===== src/rtl/obi_mem_bist_master.sv =====
// ============================================================================
// Module   : obi_mem_bist_master
// Brief    : OBI initiator that fills a word range with an address-derived
//            pattern and optionally reads it back and counts mismatches.
// Revision : 1.0 - initial release
// ============================================================================
`default_nettype none

package eros_obi_pkg;
    typedef struct packed {
        logic        req;
        logic        we;
        logic [3:0]  be;
        logic [31:0] addr;
        logic [31:0] wdata;
    } obi_req_t;

    typedef struct packed {
        logic        gnt;
        logic        rvalid;
        logic [31:0] rdata;
    } obi_resp_t;
endpackage

module obi_mem_bist_master
    import eros_obi_pkg::*;
#(
    parameter int MAX_OUTSTANDING = 2,
    parameter int LEN_WIDTH       = 16
) (
    input  logic                 clk_i,
    input  logic                 rst_i,
    input  logic                 start_i,
    input  logic [1:0]           mode_i,
    input  logic [31:0]          base_addr_i,
    input  logic [LEN_WIDTH-1:0] num_words_i,
    input  logic [31:0]          seed_i,
    output logic                 busy_o,
    output logic                 done_o,
    output logic                 error_o,
    output logic [LEN_WIDTH-1:0] err_count_o,
    output logic [31:0]          first_err_addr_o,
    output obi_req_t             obi_req_o,
    input  obi_resp_t            obi_resp_i
);

    localparam int                   c_OUT_W   = $clog2(MAX_OUTSTANDING + 1);
    localparam logic [c_OUT_W-1:0]   c_MAX_OUT = c_OUT_W'(MAX_OUTSTANDING);
    localparam logic [LEN_WIDTH-1:0] c_CNT_MAX = '1;

    localparam logic [2:0] S_IDLE     = 3'd0;
    localparam logic [2:0] S_WR_ISSUE = 3'd1;
    localparam logic [2:0] S_WR_DRAIN = 3'd2;
    localparam logic [2:0] S_RD_ISSUE = 3'd3;
    localparam logic [2:0] S_RD_DRAIN = 3'd4;
    localparam logic [2:0] S_FINISH   = 3'd5;

    logic [2:0]           r_state;
    logic [2:0]           w_state_n;
    logic                 r_chk;
    logic [31:0]          r_base;
    logic [LEN_WIDTH-1:0] r_num;
    logic [31:0]          r_seed;
    logic [LEN_WIDTH-1:0] r_issue_idx;
    logic [LEN_WIDTH-1:0] r_rsp_idx;
    logic [c_OUT_W-1:0]   r_outstanding;
    logic                 r_req;
    logic                 r_we;
    logic [3:0]           r_be;
    logic [31:0]          r_addr;
    logic [31:0]          r_wdata;
    logic                 r_error;
    logic [LEN_WIDTH-1:0] r_err_count;
    logic [31:0]          r_first_err;

    logic                 w_start;
    logic                 w_hs;
    logic                 w_rsp;
    logic [c_OUT_W-1:0]   w_out_n;
    logic [LEN_WIDTH-1:0] w_idx_n;
    logic                 w_issue_state;
    logic                 w_rd_phase;
    logic                 w_req_n;
    logic [31:0]          w_addr_n;
    logic [31:0]          w_rsp_addr;
    logic                 w_mismatch;

    assign w_start       = (r_state == S_IDLE) && start_i;
    assign w_hs          = r_req && obi_resp_i.gnt;
    // Responses with nothing in flight (e.g. stragglers after a reset) are dropped.
    assign w_rsp         = obi_resp_i.rvalid && (r_outstanding != '0);
    assign w_idx_n       = r_issue_idx + LEN_WIDTH'(w_hs);
    assign w_issue_state = (r_state == S_WR_ISSUE) || (r_state == S_RD_ISSUE);
    assign w_rd_phase    = (r_state == S_RD_ISSUE) || (r_state == S_RD_DRAIN);
    assign w_addr_n      = r_base + 32'({w_idx_n, 2'b00});
    assign w_rsp_addr    = r_base + 32'({r_rsp_idx, 2'b00});
    assign w_mismatch    = w_rsp && w_rd_phase &&
                           (obi_resp_i.rdata != (w_rsp_addr ^ r_seed));

    always_comb begin
        w_out_n = r_outstanding;
        case ({w_hs, w_rsp})
            2'b10:   w_out_n = r_outstanding + 1'b1;
            2'b01:   w_out_n = r_outstanding - 1'b1;
            default: w_out_n = r_outstanding;
        endcase
    end

    // Next request looks ahead at this cycle's grant and response so that a
    // zero-wait slave sees one transaction per cycle.
    assign w_req_n = w_issue_state && (w_idx_n < r_num) && (w_out_n < c_MAX_OUT);

    always_ff @(posedge clk_i) begin
        if (rst_i) begin
            r_state <= S_IDLE;
        end else begin
            r_state <= w_state_n;
        end
    end

    always_comb begin
        w_state_n = r_state;
        case (r_state)
            S_IDLE: begin
                if (start_i) begin
                    if (num_words_i == '0) begin
                        w_state_n = S_FINISH;
                    end else if (mode_i == 2'b01) begin
                        w_state_n = S_RD_ISSUE;
                    end else begin
                        w_state_n = S_WR_ISSUE;
                    end
                end
            end
            S_WR_ISSUE: if (r_issue_idx == r_num) w_state_n = S_WR_DRAIN;
            S_WR_DRAIN: if (r_outstanding == '0) w_state_n = r_chk ? S_RD_ISSUE : S_FINISH;
            S_RD_ISSUE: if (r_issue_idx == r_num) w_state_n = S_RD_DRAIN;
            S_RD_DRAIN: if (r_outstanding == '0) w_state_n = S_FINISH;
            S_FINISH:   w_state_n = S_IDLE;
            default:    w_state_n = S_IDLE;
        endcase
    end

    always_comb begin
        busy_o = 1'b0;
        done_o = 1'b0;
        case (r_state)
            S_IDLE:   busy_o = 1'b0;
            S_FINISH: done_o = 1'b1;
            default:  busy_o = 1'b1;
        endcase
    end

    always_ff @(posedge clk_i) begin
        if (rst_i) begin
            r_chk         <= 1'b0;
            r_base        <= '0;
            r_num         <= '0;
            r_seed        <= '0;
            r_issue_idx   <= '0;
            r_rsp_idx     <= '0;
            r_outstanding <= '0;
            r_req         <= 1'b0;
            r_we          <= 1'b0;
            r_be          <= '0;
            r_addr        <= '0;
            r_wdata       <= '0;
            r_error       <= 1'b0;
            r_err_count   <= '0;
            r_first_err   <= '0;
        end else begin
            r_outstanding <= w_out_n;
            r_issue_idx   <= w_idx_n;

            if (w_rsp && w_rd_phase) begin
                r_rsp_idx <= r_rsp_idx + 1'b1;
            end
            if (w_mismatch) begin
                r_error <= 1'b1;
                if (r_err_count != c_CNT_MAX) begin
                    r_err_count <= r_err_count + 1'b1;
                end
                if (r_err_count == '0) begin
                    r_first_err <= w_rsp_addr;
                end
            end

            // A request waiting for its grant must not change.
            if (!(r_req && !obi_resp_i.gnt)) begin
                r_req   <= w_req_n;
                r_we    <= w_req_n && (r_state == S_WR_ISSUE);
                r_be    <= {4{w_req_n}};
                r_addr  <= w_req_n ? w_addr_n : 32'h0;
                r_wdata <= (w_req_n && (r_state == S_WR_ISSUE)) ? (w_addr_n ^ r_seed) : 32'h0;
            end

            if ((r_state == S_WR_DRAIN) && (w_state_n == S_RD_ISSUE)) begin
                r_issue_idx <= '0;
                r_rsp_idx   <= '0;
            end

            if (w_start) begin
                r_chk       <= mode_i[1];
                r_base      <= {base_addr_i[31:2], 2'b00};
                r_num       <= num_words_i;
                r_seed      <= seed_i;
                r_issue_idx <= '0;
                r_rsp_idx   <= '0;
                r_error     <= 1'b0;
                r_err_count <= '0;
                r_first_err <= '0;
            end
        end
    end

    assign error_o          = r_error;
    assign err_count_o      = r_err_count;
    assign first_err_addr_o = r_first_err;

    assign obi_req_o.req   = r_req;
    assign obi_req_o.we    = r_we;
    assign obi_req_o.be    = r_be;
    assign obi_req_o.addr  = r_addr;
    assign obi_req_o.wdata = r_wdata;

endmodule

`default_nettype wire

===== config.mk =====
export PLATFORM = sky130hd
export DESIGN_NAME = obi_mem_bist_master
export DESIGN_NICKNAME = d
export VERILOG_FILES = /design/src/rtl/obi_mem_bist_master.sv
export SDC_FILE = /design/constraint.sdc
export NUM_CORES = 1
export LEC_CHECK = 0
export CAP_MARGIN = 20
export CORE_UTILIZATION = 35
export DETAILED_ROUTE_END_ITERATION = 10
export DONT_BUFFER_PORTS = 1
export PLACE_DENSITY = 0.52
export REMOVE_ABC_BUFFERS = 1
export SLEW_MARGIN = 20
export SYNTH_ARGS = -nofsm -noshare
export SYNTH_HDL_FRONTEND = slang
export SYNTH_SLANG_ARGS = --single-unit

===== constraint.sdc =====
create_clock -name clk_i -period 4.5 [get_ports clk_i]
set_input_delay 0.675 -clock clk_i [delete_from_list [all_inputs] [get_ports clk_i]]
set_output_delay 0.675 -clock clk_i [all_outputs]
set_load 0.005 [all_outputs]

==> run metrics <==
number of enable flip-flop cells after synthesis=0; Die ar.=37720 sq um; Max Buffers Root-to-Sink=3; Multi-input gate area=7807 sq um; largest net degree at the start of global routing=121; cells after synthesis=1615; GRT overflow=0; Post-DP HPWL=30.76 mm; Worst-Margin Slew=1004 ps; GR Util met2=33.03%; first-pass GRT wire length=62.35 mm; setup repair bufs after CTS=0; Pwr Total=6.567 mW; TritonCTS clock tree=done; worst endpoint data arrival time=4680 ps; asr flop ratio synth=0%; ys flop type=dfxtp_1; DP Cell Count=2032; Min-Delay Path Class=input pin to flop; Tmin final=4190 ps; Unique masters post-synth=73; crit path kind=flop to flop; post-synthesis sequential area ratio=35.15%; clock skew=14.59 ps; Sink Count=227; worst vdd ir=277.8 uV; DP Worst Slack=-167.4 ps; PortBufs=0; routed wire length per instance=19.67 um; Worst setup SP type=flop; DRT iter0 DRCs=660; chip width=194.2 um; Core Rows=70; initial antenna violation count=1; Fin Hold WS=198.8 ps; DRC viols=0; vias per inst=5.475; total global-route track usage=21.05%; Cell Pwr Density=455.0 nW/um^2; Final Non-Filler Cells=2080; area occupied by registers=4544 sq um; Max Freq=238.7 MHz; Hold Path Origin=rst_i; vias in the first global route=10820; Worst Path Max Fanout=13; Max Slew Vio Count=0; CTS resizes=0; Die Span Y=194.2 um; Leak=5.413 nW; worst r2r src=r_base[2]; Worst Path Required=4990 ps; Placeable Area=36520 sq um; GR peak layer=met2; NumNets Final=1767; Final Setup Violations=0; Mapped Area=12930 sq um; vias=11390; Syn Area/Cell=8.006 sq um; synth-to-layout area growth=11.62%; clock latency on the worst-skew pair=560 ps; Initial Utilization=35.40%; gp weighted congestion=0.9190; yosys warns=0; IO Pins=240; layout cells sized above 1=6.700%; post-route ant nets=0; 1st-pass router iterations=5; unrepaired setup endpoints after global routing=false; critical path startpoint=r_base[2]; clock slew at the register clock pins of the worst setup and hold paths=60 ps; fin area=14430 sq um; Hold Buf Count CTS=0; met1 Track Usage GR=28.14%; root buf cell=clkbuf_16; CTS H-tree lvls=1; number of CTS-inserted buffers=27; Seq cells post-synth=227; Worst R2R Path Depth=13; FILL cells=3778; n_diodes=0; placed instance area=13500 sq um; MaxCap Viol Count=0; status=finished, final reports clean; Hold Path Cell Cnt=1; Final Hold Viols=0; Rel. slew slack=33.05%; PnR worst setup slack=310.4 ps; fin crit share=93.10%; CP endpoint kind=flop; final wirelength=40.91 mm; met3 Usage GRT=6.262%
[report_power, final]
group | switching [mW] | internal [mW]
Clock | 0.900 | 1.39
Combinational | 1.13 | 0.697
Sequential | 0.253 | 2.20
[cell type report]
cell class	instances	area share [%]
multi-input combinational	1248	54.10
sequential	227	31.49
clock buffer	39	5.479
tap	468	4.057
timing repair buffer	51	2.913
inverter	38	0.9883
clock inverter	9	0.9796
[registers in the layout (all words and copies together) (netlist names)]
register / flops
r_issue_idx: 16
r_be: 1
r_outstanding: 2
r_num: 16
first_err_addr_o: 30
r_state: 3
r_addr: 30
r_seed: 32
r_rsp_idx: 16
err_count_o: 16
r_chk: 1
error_o: 1
r_wdata: 32
r_base: 30
r_we: 1
[per-stage QoR]
| stage | utilization (%) | setup TNS, ps |
|---|---|---|
| 2_1_floorplan | - | -303410 |
| 3_3_place_gp | 36.95 | -756.4 |
| 3_5_place_dp | 36.95 | -1215 |
| 4_1_cts | 39.50 | 0 |
| 5_1_grt | 39.52 | 0 |
| 6_report | 39.52 | 0 |
[synthesized netlist by cell type, drive strengths merged (3+ instances only)]
cell     count  area (sq um)
o21a         6         45.04
and3        13         81.33
o21ai       78         390.4
and2        12         75.07
inv         38         142.6
ha          53         663.1
nand3       64         320.3
nor2b       22         137.6
o2111ai      6         52.55
nand4       29         181.4
xor2        70         613.1
xnor2      119          1042
nor3b        5         37.54
a21o        17         127.6
dfxtp      227          4544
nor4b        3         26.28
buf         25         175.2
clkbuf      80         301.5
a31oi        9         56.30
or4         19         142.6
mux2i        7         70.07
a22o        17         148.9
and4         9         81.33
a22oi       21         157.7
nor3        20         105.1
a211o        3         26.28
o211ai       7         52.55
o31ai       14         105.1
nand2b       8         50.05
o21bai       8         60.06
a221o        3         30.03
nand2      245         919.6
a21oi      157         789.5
nor2       122         457.9
or3         11         68.82
xnor3        3         67.56
a211oi      16         132.6
nor4        15         93.84
[worst paths after layout]
| kind | slack [ps] | end |
|---|---|---|
| setup / recovery | 310 | err_count_o[5] |
| hold / removal | 200 | r_num[0] |
| setup reg to reg | 310 | err_count_o[5] |
| hold reg to reg | 470 | r_seed[26] |
[layer usage]
| layer | vias up | wire length, um |
|---|---|---|
| met1 | 5369 | 18420 |
| met4 | 2 | 902 |
| met3 | 61 | 3502 |
| li1 | 5602 | - |
| met2 | 353 | 18080 |
| met5 | - | 13 |
[cells by family (layout without fill, tap and decap cells)]
kind of cell	Yosys count	in the layout	share of synthesized area [%]
flops	227	227	35.15
simple gates	603	603	21.90
fa+ha+maj	55	55	5.438
mux	7	7	0.5419
compound gates	385	385	18.46
xor+xnor	194	194	13.69
buf+inv	143	137	4.790
other cells	1	4	0.02900
[critical path: stages, from the launching register on]
cell and delay [ps]:
dfxtp_1 380, ha_1 270, fa_1 440, a211oi_1 390
o21ai_0 200, a21o_1 310, a21o_1 330, and3_1 200
o221ai_1 230, and4b_1 250, and4_4 250, buf_4 190
or4_1 500, a21oi_1 160
[cells in the final DEF (no fill, tap or decap), types with 4 or more instances in the layout]
cell type,synthesis,routed
conb_1,1,4
clkbuf_1,79,5
nand2_1,245,245
and3_1,13,13
xnor2_1,119,119
o31ai_1,14,14
nor2_1,122,121
clkbuf_8,0,7
a22oi_1,21,21
clkbuf_16,0,27
nand4_1,29,29
nor3_1,19,18
o211ai_1,7,7
a21oi_1,156,156
a21o_1,17,17
and2_1,12,12
a31oi_1,9,9
o21a_1,6,6
a211oi_1,15,15
a22o_1,17,17
nor2b_1,22,21
nor3b_1,5,4
or3_1,11,11
inv_1,38,38
o21bai_1,8,8
o21ai_1,11,11
nand3_1,64,64
mux2i_1,7,7
or4_1,19,18
nand2b_1,8,8
o21ai_0,67,67
xor2_1,70,70
nor4_1,15,14
dfxtp_1,227,227
and4_1,8,8
ha_1,53,53
o2111ai_1,6,6
buf_4,10,48
Note: power is estimated with default switching activity, not from simulation.
